==> src/rtl/q_pkg.sv <==
// Shared constants and FSM encoding for the Qmax refresh block.
package q_pkg;

    localparam int unsigned STATE_WIDTH  = 6;
    localparam int unsigned ACTION_WIDTH = 2;
    // Must satisfy 1 <= NUM_ACTIONS <= 2**ACTION_WIDTH.
    localparam int unsigned NUM_ACTIONS  = 4;
    localparam int unsigned DATA_WIDTH   = 8;

    localparam logic [1:0] StIdle  = 2'd0;
    localparam logic [1:0] StRead  = 2'd1;
    localparam logic [1:0] StDrain = 2'd2;
    localparam logic [1:0] StWrite = 2'd3;

endpackage

==> src/rtl/qmax_argmax_acc.sv <==
// Running signed maximum / argmax register. The next-state values are also
// exported so the caller can capture the final result on the same edge that
// absorbs the last sample.
module qmax_argmax_acc import q_pkg::*; #(
    parameter int unsigned DATA_W   = DATA_WIDTH,
    parameter int unsigned ACTION_W = ACTION_WIDTH
) (
    input  logic                i_clk,
    input  logic                i_rst,
    input  logic                i_init,
    input  logic                i_en,
    input  logic [DATA_W-1:0]   i_data,
    input  logic [ACTION_W-1:0] i_action,
    output logic [DATA_W-1:0]   o_max_nxt,
    output logic [ACTION_W-1:0] o_arg_nxt
);

    logic [DATA_W-1:0]   max_q;
    logic [ACTION_W-1:0] arg_q;
    logic                take;

    // Replace on init or strictly greater sample; ties keep the lower action.
    always_comb begin
        take      = i_init || ($signed(i_data) > $signed(max_q));
        o_max_nxt = max_q;
        o_arg_nxt = arg_q;
        if (i_en && take) begin
            o_max_nxt = i_data;
            o_arg_nxt = i_action;
        end
    end

    // Hold the running max/argmax between samples.
    always_ff @(posedge i_clk) begin
        if (i_rst) begin
            max_q <= '0;
            arg_q <= '0;
        end else begin
            max_q <= o_max_nxt;
            arg_q <= o_arg_nxt;
        end
    end

endmodule

==> src/rtl/qmax_updater.sv <==
// Qmax refresh initiator: sweeps Q(s,*) one read per cycle, tracks the signed
// max/argmax, then writes the result into the Qmax table with a done pulse.
module qmax_updater import q_pkg::*; (
    input  logic                                i_clk,
    input  logic                                i_rst,
    input  logic                                i_req_valid,
    input  logic [STATE_WIDTH-1:0]              i_req_state,
    output logic                                o_req_ready,
    output logic [STATE_WIDTH+ACTION_WIDTH-1:0] o_q_addr,
    output logic                                o_q_read_en,
    input  logic [DATA_WIDTH-1:0]               i_q_data,
    output logic [STATE_WIDTH-1:0]              o_qmax_addr_w,
    output logic                                o_qmax_write_en,
    output logic [DATA_WIDTH-1:0]               o_qmax_data,
    output logic [ACTION_WIDTH-1:0]             o_max_action,
    output logic                                o_done,
    output logic                                o_busy
);

    // Read counter is one bit wider so it can reach NUM_ACTIONS without wrapping.
    localparam logic [ACTION_WIDTH:0] RdLast = (ACTION_WIDTH+1)'(NUM_ACTIONS);
    localparam logic [ACTION_WIDTH:0] RdOne  = (ACTION_WIDTH+1)'(1);

    logic [1:0]              fsm_q;
    logic [STATE_WIDTH-1:0]  state_q;
    logic [ACTION_WIDTH:0]   rd_cnt_q;
    logic                    rd_pend_q;  // read data valid this cycle
    logic [ACTION_WIDTH-1:0] rd_act_q;   // action index of that data
    logic [DATA_WIDTH-1:0]   max_nxt;
    logic [ACTION_WIDTH-1:0] arg_nxt;
    logic                    acc_init;

    assign acc_init = rd_pend_q && (rd_act_q == '0);

    qmax_argmax_acc #(
        .DATA_W   (DATA_WIDTH),
        .ACTION_W (ACTION_WIDTH)
    ) u_acc (
        .i_clk     (i_clk),
        .i_rst     (i_rst),
        .i_init    (acc_init),
        .i_en      (rd_pend_q),
        .i_data    (i_q_data),
        .i_action  (rd_act_q),
        .o_max_nxt (max_nxt),
        .o_arg_nxt (arg_nxt)
    );

    // FSM, read address generation and registered outputs.
    always_ff @(posedge i_clk) begin
        if (i_rst) begin
            fsm_q           <= StIdle;
            state_q         <= '0;
            rd_cnt_q        <= '0;
            rd_pend_q       <= 1'b0;
            rd_act_q        <= '0;
            o_req_ready     <= 1'b1;
            o_busy          <= 1'b0;
            o_q_addr        <= '0;
            o_q_read_en     <= 1'b0;
            o_qmax_addr_w   <= '0;
            o_qmax_write_en <= 1'b0;
            o_qmax_data     <= '0;
            o_max_action    <= '0;
            o_done          <= 1'b0;
        end else begin
            o_qmax_write_en <= 1'b0;
            o_done          <= 1'b0;
            // BRAM returns data one cycle after the enable; track which action it is.
            rd_pend_q       <= o_q_read_en;
            rd_act_q        <= o_q_addr[ACTION_WIDTH-1:0];

            unique case (fsm_q)
                StIdle: begin
                    if (i_req_valid) begin
                        state_q     <= i_req_state;
                        o_q_addr    <= {i_req_state, {ACTION_WIDTH{1'b0}}};
                        o_q_read_en <= 1'b1;
                        rd_cnt_q    <= RdOne;
                        o_req_ready <= 1'b0;
                        o_busy      <= 1'b1;
                        fsm_q       <= StRead;
                    end
                end
                StRead: begin
                    if (rd_cnt_q == RdLast) begin
                        o_q_read_en <= 1'b0;
                        fsm_q       <= StDrain;
                    end else begin
                        o_q_addr <= {state_q, rd_cnt_q[ACTION_WIDTH-1:0]};
                        rd_cnt_q <= rd_cnt_q + RdOne;
                    end
                end
                StDrain: begin
                    // Last sample is absorbed on this edge, so take the accumulator's next value.
                    o_qmax_write_en <= 1'b1;
                    o_done          <= 1'b1;
                    o_qmax_addr_w   <= state_q;
                    o_qmax_data     <= max_nxt;
                    o_max_action    <= arg_nxt;
                    fsm_q           <= StWrite;
                end
                StWrite: begin
                    o_req_ready <= 1'b1;
                    o_busy      <= 1'b0;
                    fsm_q       <= StIdle;
                end
                default: begin
                    fsm_q <= StIdle;
                end
            endcase
        end
    end

endmodule
==> config.mk <==
export PLATFORM = sky130hd
export DESIGN_NAME = qmax_updater
export DESIGN_NICKNAME = d
export VERILOG_FILES = /design/src/rtl/q_pkg.sv /design/src/rtl/qmax_argmax_acc.sv /design/src/rtl/qmax_updater.sv
export SDC_FILE = /design/constraint.sdc
export NUM_CORES = 1
export LEC_CHECK = 0
export CORE_ASPECT_RATIO = 0.75
export CORE_MARGIN = 3
export CORE_UTILIZATION = 45
export CTS_BUF_LIST = sky130_fd_sc_hd__clkbuf_4
export CTS_CLUSTER_DIAMETER = 150
export DETAILED_ROUTE_END_ITERATION = 7
export PLACE_DENSITY = 0.74
export SETUP_SLACK_MARGIN = 0.1
export SYNTH_ARGS = -nofsm -noshare
export SYNTH_HDL_FRONTEND = slang
export SYNTH_SLANG_ARGS = --single-unit
export TNS_END_PERCENT = 30
==> constraint.sdc <==
create_clock -name i_clk -period 1.9 [get_ports i_clk]
set_input_delay 0.38 -clock i_clk [delete_from_list [all_inputs] [get_ports i_clk]]
set_output_delay 0.38 -clock i_clk [all_outputs]
set_load 0.005 [all_outputs]
## Yosys cells after proc, flatten, opt, wreduce, memory -nomap -nowiden

Index checks and enable logic that the tools add are counted.

| storage, ports and cells | value |
|---|---|
| output and inout port bits | 29 |
| register bits after elaboration | 52 |
| word-level logic and storage cells | 54 |
| bits of input ports | 17 |

| operators by class | value |
|---|---|
| muxes and demuxes | 18 |
| equal/unequal tests | 7 |
| magnitude comparators | 1 |
| reduce and logical (&&, ||, !) cells | 12 |
| $add $sub $neg | 1 |

Operators by type and width:

| kind | count |
|---|---|
| 8-bit 2-to-1 mux | 3 |
| 8-bit case mux with 2 select lines | 1 |
| 8-bit > comparator | 1 |
| 2-bit case mux with 4 select lines | 1 |
| 2-bit 2-to-1 mux | 3 |
| 3-bit 2-to-1 mux | 2 |
| 2-bit inequality test, second input constant | 3 |
| 1-bit case mux with 2 select lines | 3 |
| 3-bit case mux with 2 select lines | 1 |
| 2-bit AND reduction | 3 |
| 3-bit AND reduction | 2 |
| 2-bit equality test, second input constant | 2 |
| 2-bit logical NOT | 2 |
| 1-bit 2-to-1 mux | 4 |
| 2-bit nonzero test | 2 |
| 3-bit by 1-bit adder with 3-bit output, second input constant | 1 |
| 3-bit equality test, second input constant | 1 |
| 2-bit by 1-bit equality test with 1-bit output, second input constant | 1 |
| 1-bit logical AND | 2 |
| 1-bit logical OR | 1 |

## Logic depth before layout (Yosys ltp)

Gate-level depths: netlist of the first run.

| logic depth | value |
|---|---|
| word-level depth | 5 |
| depth in mapped cells | 8 |
| mapped depth without buffers | 7 |

## By module

A second synthesis of the first run with hierarchy kept.

| second synthesis, totals | value |
|---|---|
| cells, all modules | 264 |
| area, all modules | 2551.2 µm² |

By module, submodules not included:

| module | sequential area each (µm²) | instances | cells an instance | area an instance (µm²) |
|---|---|---|---|---|
| qmax_updater | 840.8 | 1 | 179 | 1749.2 |
| qmax_argmax_acc | 200.2 | 1 | 85 | 802.0 |

## Least setup slack after synthesis of the first run

No wires, ideal clock.

| timing | value |
|---|---|
| path type | input -> register |
| start point | input port i_q_data[7] |
| end point | register o_qmax_data[0] |
| stages on the path | 7 |
| arrival time | 1.897 ns |
| path slack | -0.083 ns |
| buffers on the path | 1 |
| data required time | 1.814 ns |
| library setup time | 0.086 ns |
| path through | ha_1 -> and4_1 -> o2111ai_1 -> a311o_2 -> buf_6 -> mux2i_1 -> a211oi_1 |

| between the ends | value |
|---|---|
| cells in the longest elaborated chain, start to end | 4 |

RTL lines:

| item | RTL line | RTL |
|---|---|---|
| from (decl) | qmax_updater.sv:11 | `input logic [DATA_WIDTH-1:0] i_q_data,` |
| 8-bit > comparator | qmax_argmax_acc.sv:24 | `take = i_init \|\| ($signed(i_data) > $signed(max_q));` |
| 1-bit logical OR | qmax_argmax_acc.sv:24 |  |
| 1-bit logical AND | qmax_argmax_acc.sv:27 | `if (i_en && take) begin` |
| 8-bit 2-to-1 mux | qmax_argmax_acc.sv:27 |  |
| to (signal assigned) | qmax_updater.sv:99 | `o_qmax_data <= max_nxt;` |
| to (decl) | qmax_updater.sv:14 | `output logic [DATA_WIDTH-1:0] o_qmax_data,` |

No other way between the ends.
A chain may end at the register's enable or synchronous reset.

## Worst setup path after layout of the first run

| timing | value |
|---|---|
| start point | register u_acc.max_q[7] |
| end point | register o_qmax_data[3] |

| between the ends | value |
|---|---|
| cells in the longest elaborated chain, start to end | 4 |

RTL lines:

| item | RTL line | RTL |
|---|---|---|
| from (decl) | qmax_argmax_acc.sv:18 | `logic [DATA_W-1:0] max_q;` |
| from (signal assigned) | qmax_argmax_acc.sv:39 | `max_q <= o_max_nxt;` |
| 8-bit > comparator | qmax_argmax_acc.sv:24 |  |
| 1-bit logical OR | qmax_argmax_acc.sv:24 |  |
| 1-bit logical AND | qmax_argmax_acc.sv:27 |  |
| 8-bit 2-to-1 mux | qmax_argmax_acc.sv:27 |  |

No other way between the ends.

==> metrics.md, run 1 <==
| Metric | Value |
|---|---|
| Reg2reg start | `u_acc.max_q[7]$_SDFF_PP0_` |
| Fill cells | `355` |
| Core area | `4620 sq um` |
| Tot GR Track Use | `0.181` |
| # port buffers | `45` |
| Sequential element share of the synthesized area | `0.467` |
| Number of hold buffers added after CTS | `0` |
| Syn Inst Count | `243` |
| HP Start | `i_q_data[1]` |
| #FFs+latches synth | `52` |
| Leak pwr | `1.18 nW` |
| Hold path cells | `3` |
| Power Density | `approximately 1300 nW/um^2` |
| Die area | `5840 sq um` |
| CTS sink count | `52` |
| Startpoint types | `register` |
| Worst EP required | `about 2.2 ns` |
| # DRC | `0` |
| Antenna-violating nets left | `0` |
| Mapped cell area | `around 2200 sq um` |
| Worst path cell trace | `inv_2 -> ha_4 -> or3b_1 -> a211oi_2 -> a311o_2 -> buf_4 -> mux2i_2 -> a211oi_1` |
| Crit path max-delay family | `compound AO/OA/AOI/OAI gates` |
| Initial Util | `0.482` |
| Drt pass-1 iters | `4` |
| Yosys warning total | `0` |
| Largest net degree at the start of global routing | `53` |
| IO Count | `46` |
| Reg2Reg Depth | `8` |
| Row count | `21` |
| Final Power | `3.97 mW` |
| Syn nets | `274` |
| Fin nets | `~340` |
| Max-slew violation count | `0` |
| Commonest non-fill, non-tap cell in the layout | `dfxtp_1` |
| CP max stage cell | `dfxtp_2` |
| Syn avg cell area | `9.17 sq um` |
| Post-Place Cells | `349` |
| Chip height | `66.9 um` |
| RSZ-0062 raised after global routing | `yes` |
| Number of synthesized flops with an enable pin | `0` |
| Post-Place Worst Slack | `-0.727 ns` |
| Skew final | `0.0169 ns` |
| Worst vdd ir | `0.853 mV` |
| Fraction of registers with async set/reset | `0` |
| Prevailing post-synth register cell | `dfxtp_1` |
| Clock Latency Late Sink | `between 0.3 and 0.4 ns` |
| Final design utilization | `0.669` |
| Hold Crit Class | `in -> reg` |
| Routed wire length | `4.90 mm` |
| Die width | `87.2 um` |
| Status | `complete, but fails checks` |
| Buf/Inv on CP | `2` |
| Vias in the first global route | `~1,800` |
| DR vias/cell | `around 5.1` |
| Global-route wire length before repair | `a little over 8 mm` |
| # setup viols final | `20` |
| Clk root buf | `clkbuf_4` |
| Reg-to-Reg End | `o_qmax_data[3]$_SDFFE_PP0P_` |
| Hold path endpoint | `u_acc.max_q[1]$_SDFF_PP0_` |
| Capturing element type of the critical path | `register` |
| Max Clk Rate | `0.466 GHz` |
| Fin. Hold Viols | `0` |
| Hold_ws | `0.461 ns` |
| Most frequent cells in the layout | `48 x dfxtp_1, 39 x nor2_1, 37 x clkdlybuf4s50_1` |
| Area delta synth->final | `38.9%` |
| Pin slew with the least headroom to its limit | `0.523 ns` |
| Reg-to-reg slack, setup | `-0.25 ns` |
| Violated checks | `setup timing` |
| Max incr delay on CP | `0.36 ns` |
| Max-cap violations | `0` |
| Crit path DAT | `roughly 2.4 ns` |
| Post-DP HPWL | `3.37 mm` |
| H-tree levels | `2` |
| Final antenna diode count | `0` |
| Proportion of layout cells with a drive suffix above 1 | `0.205` |
| Total CTS buffers | `5` |
| Worst Path Max Fanout | `4` |
| CTS tree | `yes` |
| DR WL/cell | `13.4 um` |
| Slew HR | `0.651` |
| Setup CP Type | `reg -> reg` |
| Tmin final | `roughly 2.1 ns` |
| Gr ovfl total | `0` |
| Gp weighted congestion | `roughly 0.8` |
| Initial DRC count | `54` |
| Clk buf depth | `2` |
| Via count | `1,847` |
| Worst-path clk slew | `0.15 ns` |
| Cell variety after synth | `35` |
| Final worst path period share | `1.13` |
| Worst setup margin | `-0.247 ns` |
| Initial antenna violation count | `0` |
| Post-Layout Cell Count | `between 300 and 400` |
metrics by stage:
stage / area (sq um) / TNS [ns]
2_1_floorplan: 2240 / -0.471
3_3_place_gp: 2830 / -11.81
3_5_place_dp: 2830 / -12.88
4_1_cts: 3050 / -2.22
5_1_grt: 3090 / -5.93
6_report: 3090 / -3.55
cells by family after synthesis:
logic type,share of synthesized area
AO/OA/AOI/OAI,0.139
adder cells (fa/ha/maj),0.0787
XOR/XNOR,0.00393
AND/OR/NAND/NOR,0.169
flip-flops,0.467
buffers and inverters,0.0517
multiplexers,0.0899
how the worst max path moves through the flow:
stage / depth (start not counted) / start / to / slack [ns]
finish: 8 / u_acc.max_q[7]$_SDFF_PP0_ / o_qmax_data[3]$_SDFFE_PP0P_ / -0.25
detailed placement: 8 / i_q_data[7] / o_qmax_data[7]$_SDFFE_PP0P_ / -0.73
floorplan: 7 / i_q_data[7] / o_qmax_data[0]$_SDFFE_PP0P_ / -0.05
CTS: 8 / u_acc.max_q[7]$_SDFF_PP0_ / o_qmax_data[2]$_SDFFE_PP0P_ / -0.15
global placement: 8 / i_q_data[7] / o_qmax_data[7]$_SDFFE_PP0P_ / -0.64
global route: 8 / u_acc.max_q[7]$_SDFF_PP0_ / o_qmax_data[2]$_SDFFE_PP0P_ / -0.36
per-layer routing:
metal | up-vias | share of wire | routed length [um] | track usage
met4 | 0 | 0.0098 | 48 | 0.0460
met5 | - | 0 | 0 | 0
met2 | 36 | 0.43 | 2120 | 0.275
met1 | 848 | 0.51 | 2490 | 0.253
met3 | 5 | 0.050 | 246 | 0.0482
li1 | 958 | - | - | -
cell usage after synthesis (2+ instances only):
cell | number | share of area
buf_2 | 2 | 0.0045
nor3_1 | 3 | 0.0067
nor2_1 | 39 | 0.066
a21oi_1 | 14 | 0.031
ha_1 | 14 | 0.079
nand2_1 | 19 | 0.032
inv_1 | 12 | 0.020
a21o_1 | 2 | 0.0067
nand3_1 | 4 | 0.0090
a311oi_1 | 2 | 0.0079
nor2b_1 | 8 | 0.022
o21ai_0 | 3 | 0.0067
clkbuf_1 | 10 | 0.017
nand2b_1 | 5 | 0.014
mux2i_1 | 20 | 0.090
dfxtp_1 | 52 | 0.47
a211oi_1 | 14 | 0.047
nand4_1 | 3 | 0.0084
report_power, final:
group	leakage [nW]	switching [mW]	internal, mW	total, mW
logic	0.708	0.845	0.983	1.83
clock network	0.0428	0.343	0.276	0.619
registers	0.426	0.165	1.36	1.52
cell type report:
class	instances	area [sq um]	area share
tap	57	71.3	0.0230
sequential	52	1050	0.338
inverter	12	45.0	0.0146
clock inverter	3	42.5	0.0137
clock buffer	5	37.5	0.0121
timing repair buffer	72	647	0.209
multi-input combinational	164	1200	0.389
state kept, by name, summed over array words and instances (netlist names):
signal / count
fsm_q: 2
o_busy: 1
o_done: 1
o_max_action: 2
o_q_addr: 8
o_q_read_en: 1
o_qmax_addr_w: 6
o_qmax_data: 8
o_req_ready: 1
rd_act_q: 2
rd_cnt_q: 3
rd_pend_q: 1
state_q: 6
u_acc.arg_q: 2
u_acc.max_q: 8
repair_timing:
item,CTS,global route
gates resized for setup,31,6
pin swaps,9,4
buffers inserted,6,2
setup endpoints to repair,26,26
worst reg2reg max path, delay by kind of cell (launching register included):
kind / cells / cell delay (ns)
compound gates: 3 / 0.58
flops: 1 / 0.36
fa+ha+maj: 1 / 0.26
mux: 1 / 0.26
buf+inv: 2 / 0.20
simple gates: 1 / 0.36
Note: power is estimated with default switching activity, not from simulation.
==> run 2, diff against run 1 <==
Settings changed: ABC_CLOCK_PERIOD_IN_PS set to 1900, CORE_MARGIN 3 to 8, SLEW_MARGIN set to 20.
==> metrics.md, run 2 (synthesis gave the netlist of run 1 again) <==
| Metric | Value |
|---|---|
| Gp weighted congestion | `0.810 (+2.6%)` |
| Commonest non-fill, non-tap cell in the layout | `dfxtp_1` |
| Global-route wire length before repair | `8.71 mm (+5.6%)` |
| Violated checks | `setup timing` |
| Die width | `97.2 um (+11%)` |
| Post-Layout Cell Count | `362 (-0.82%)` |
| Largest net degree at the start of global routing | `53 (unchanged)` |
| # setup viols final | `19 (-5.0%)` |
| Chip height | `76.9 um (+15%)` |
| Worst vdd ir | `0.687 mV (-19%)` |
| Worst EP required | `2.21 ns (+0.06 ns)` |
| Total CTS buffers | `5 (unchanged)` |
| Reg-to-reg slack, setup | `-0.17 ns (+0.08 ns)` |
| Final worst path period share | `1.09 (-0.0409)` |
| Final Power | `3.90 mW (-1.7%)` |
| Design Area, Final | `3100 sq um (+0.20%)` |
| Setup CP Type | `reg -> reg` |
| Initial DRC count | `77 (+43%)` |
| Hold Crit Class | `in -> reg` |
| CP max stage cell | `a311o_2` |
| Max-cap violations | `0 (unchanged)` |
| Capturing element type of the critical path | `register` |
| Vias in the first global route | `1,857 (+5.2%)` |
| Fin nets | `333 (-1.5%)` |
| Hold path cells | `3 (unchanged)` |
| Max Clk Rate | `0.483 GHz (+3.8%)` |
| Via count | `1,866 (+1.0%)` |
| Skew final | `0.0206 ns (+0.00364 ns)` |
| Pin slew with the least headroom to its limit | `0.331 ns (-0.192 ns)` |
| Reg2Reg Depth | `8 (unchanged)` |
| Worst-path clk slew | `0.15 ns (about the same)` |
| Final antenna diode count | `0 (unchanged)` |
| Tot GR Track Use | `0.138 (-0.0429)` |
| Clk root buf | `clkbuf_4` |
| Startpoint types | `register` |
| Clk buf depth | `2 (unchanged)` |
| Number of hold buffers added after CTS | `0 (unchanged)` |
| Fin. Hold Viols | `0 (unchanged)` |
| H-tree levels | `2 (unchanged)` |
| Top flop regs | `o_q_addr x8, o_qmax_data x8, u_acc.max_q x8` |
| Core area | `4820 sq um (+4.2%)` |
| Post-Place Worst Slack | `-0.750 ns (-0.0238 ns)` |
| Proportion of layout cells with a drive suffix above 1 | `0.212 (+0.00738)` |
| Worst Path Max Fanout | `4 (unchanged)` |
| Clock Latency Late Sink | `0.38 ns (+0.02 ns)` |
| Max-slew violation count | `0 (unchanged)` |
| # port buffers | `45 (unchanged)` |
| RSZ-0062 raised after global routing | `yes` |
| DR vias/cell | `5.15 (+1.9%)` |
| Worst setup margin | `-0.170 ns (+0.0777 ns)` |
| Antenna-violating nets left | `0 (unchanged)` |
| Max incr delay on CP | `0.42 ns (+0.06 ns)` |
| Row count | `22 (+4.8%)` |
| Tmin final | `2.07 ns (-0.0777 ns)` |
| CTS tree | `yes` |
| Routed wire length | `5.17 mm (+5.4%)` |
| Gr ovfl total | `0 (unchanged)` |
| Most frequent cells in the layout | `46 x dfxtp_1, 39 x nor2_1, 39 x clkdlybuf4s50_1` |
| DR WL/cell | `14.3 um (+6.3%)` |
| Power Density | `1260 nW/um^2 (-1.9%)` |
| Status | `complete, but fails checks` |
| Leak pwr | `1.16 nW (-1.8%)` |
| Die area | `7480 sq um (+28%)` |
| Crit path DAT | `2.38 ns (-0.02 ns)` |
| Worst path cell trace | `inv_2 -> ha_4 -> and4_4 -> o2111ai_4 -> a311o_2 -> buf_6 -> mux2i_4 -> a211oi_2` |
| CTS sink count | `52 (unchanged)` |
| Drt pass-1 iters | `4 (unchanged)` |
| Post-DP HPWL | `3.63 mm (+7.6%)` |
| Area delta synth->final | `39.2%` |
| Slew HR | `0.779 (+0.127)` |
| Initial Util | `0.462 (-0.0193)` |
| Initial antenna violation count | `0 (unchanged)` |
| IO Count | `46 (unchanged)` |
| Post-Place Cells | `351 (+0.57%)` |
| Placement Cell Area | `2840 sq um (+0.31%)` |
| # DRC | `0 (unchanged)` |
-- run 2: changes by cell type in the layout (fill, tap and decap cells not counted), moves of 3 or more --
cell           delta
a211oi_1          -3
a211oi_2          +3
buf_4             -6
dlygate4sd2_1     -3
mux2i_4           +3
-- run 2: worst max-delay path: cells and delay by family, from the launching register on --
kind | cells | cell delay, ns
buffers and inverters | 2 | 0.21
multiplexers | 1 | 0.19
AO/OA/AOI/OAI | 3 | 0.72
flip-flops | 1 | 0.37
AND/OR/NAND/NOR | 1 | 0.24
adder cells (fa/ha/maj) | 1 | 0.27
-- run 2: report_power, final --
part           internal [mW]  switching (mW)
Sequential              1.36           0.171
Combinational           1.02           0.874
Clock                  0.136           0.343
-- run 2: final cells by class --
type / count / area (sq um)
Clock buffer: 5 / 37.5
Tap cell: 60 / 75.1
Multi-Input combinational cell: 164 / 1250
Clock inverter: 2 / 12.5
Inverter: 12 / 45.0
Timing Repair Buffer: 67 / 628
Fill cell: 376 / 1720
Sequential cell: 52 / 1050
-- run 2: path summary, 6_finish.rpt --
check                                 to                 startpoint
min            u_acc.max_q[0]$_SDFF_PP0_                i_q_data[0]
max reg2reg  o_qmax_data[4]$_SDFFE_PP0P_  u_acc.max_q[7]$_SDFF_PP0_
min reg2reg      state_q[4]$_SDFFE_PP0P_    state_q[4]$_SDFFE_PP0P_
max          o_qmax_data[4]$_SDFFE_PP0P_  u_acc.max_q[7]$_SDFF_PP0_
-- run 2: per-layer routing --
| layer | up-vias | global-route usage | part of all wire | wire (um) |
|---|---|---|---|---|
| li1 | 950 | - | - | - |
| met1 | 871 | 0.159 | 0.47 | 2420 |
| met2 | 34 | 0.229 | 0.47 | 2410 |
| met3 | 11 | 0.0421 | 0.044 | 228 |
| met4 | 0 | 0.0618 | 0.022 | 116 |
| met5 | - | 0 | 0 | 0 |
-- run 2: per-stage QoR --
step / utilization / TNS (ns) / hold slack (ns)
after floorplan: - / -0.471 / 0.440
after global placement: 0.589 / -11.73 / 0.454
after detailed placement: 0.589 / -13.93 / 0.470
after CTS: 0.626 / -2.21 / 0.426
after global routing: 0.644 / -3.99 / 0.362
final: 0.644 / -2.50 / 0.375
-- run 2: repair_timing --
| action | 4_1_cts | 5_1_grt |
|---|---|---|
| buffers inserted | 3 | 1 |
| endpoints found under the setup margin | 20 | 27 |
| resized for setup | 27 | 18 |
| pin swaps | 10 | 2 |
==> run 3, diff against run 2 <==
Settings changed: CAP_MARGIN set to 10.
==> results of run 3 <==
No change in the layout: final DEF, timing and power equal those of run 2.
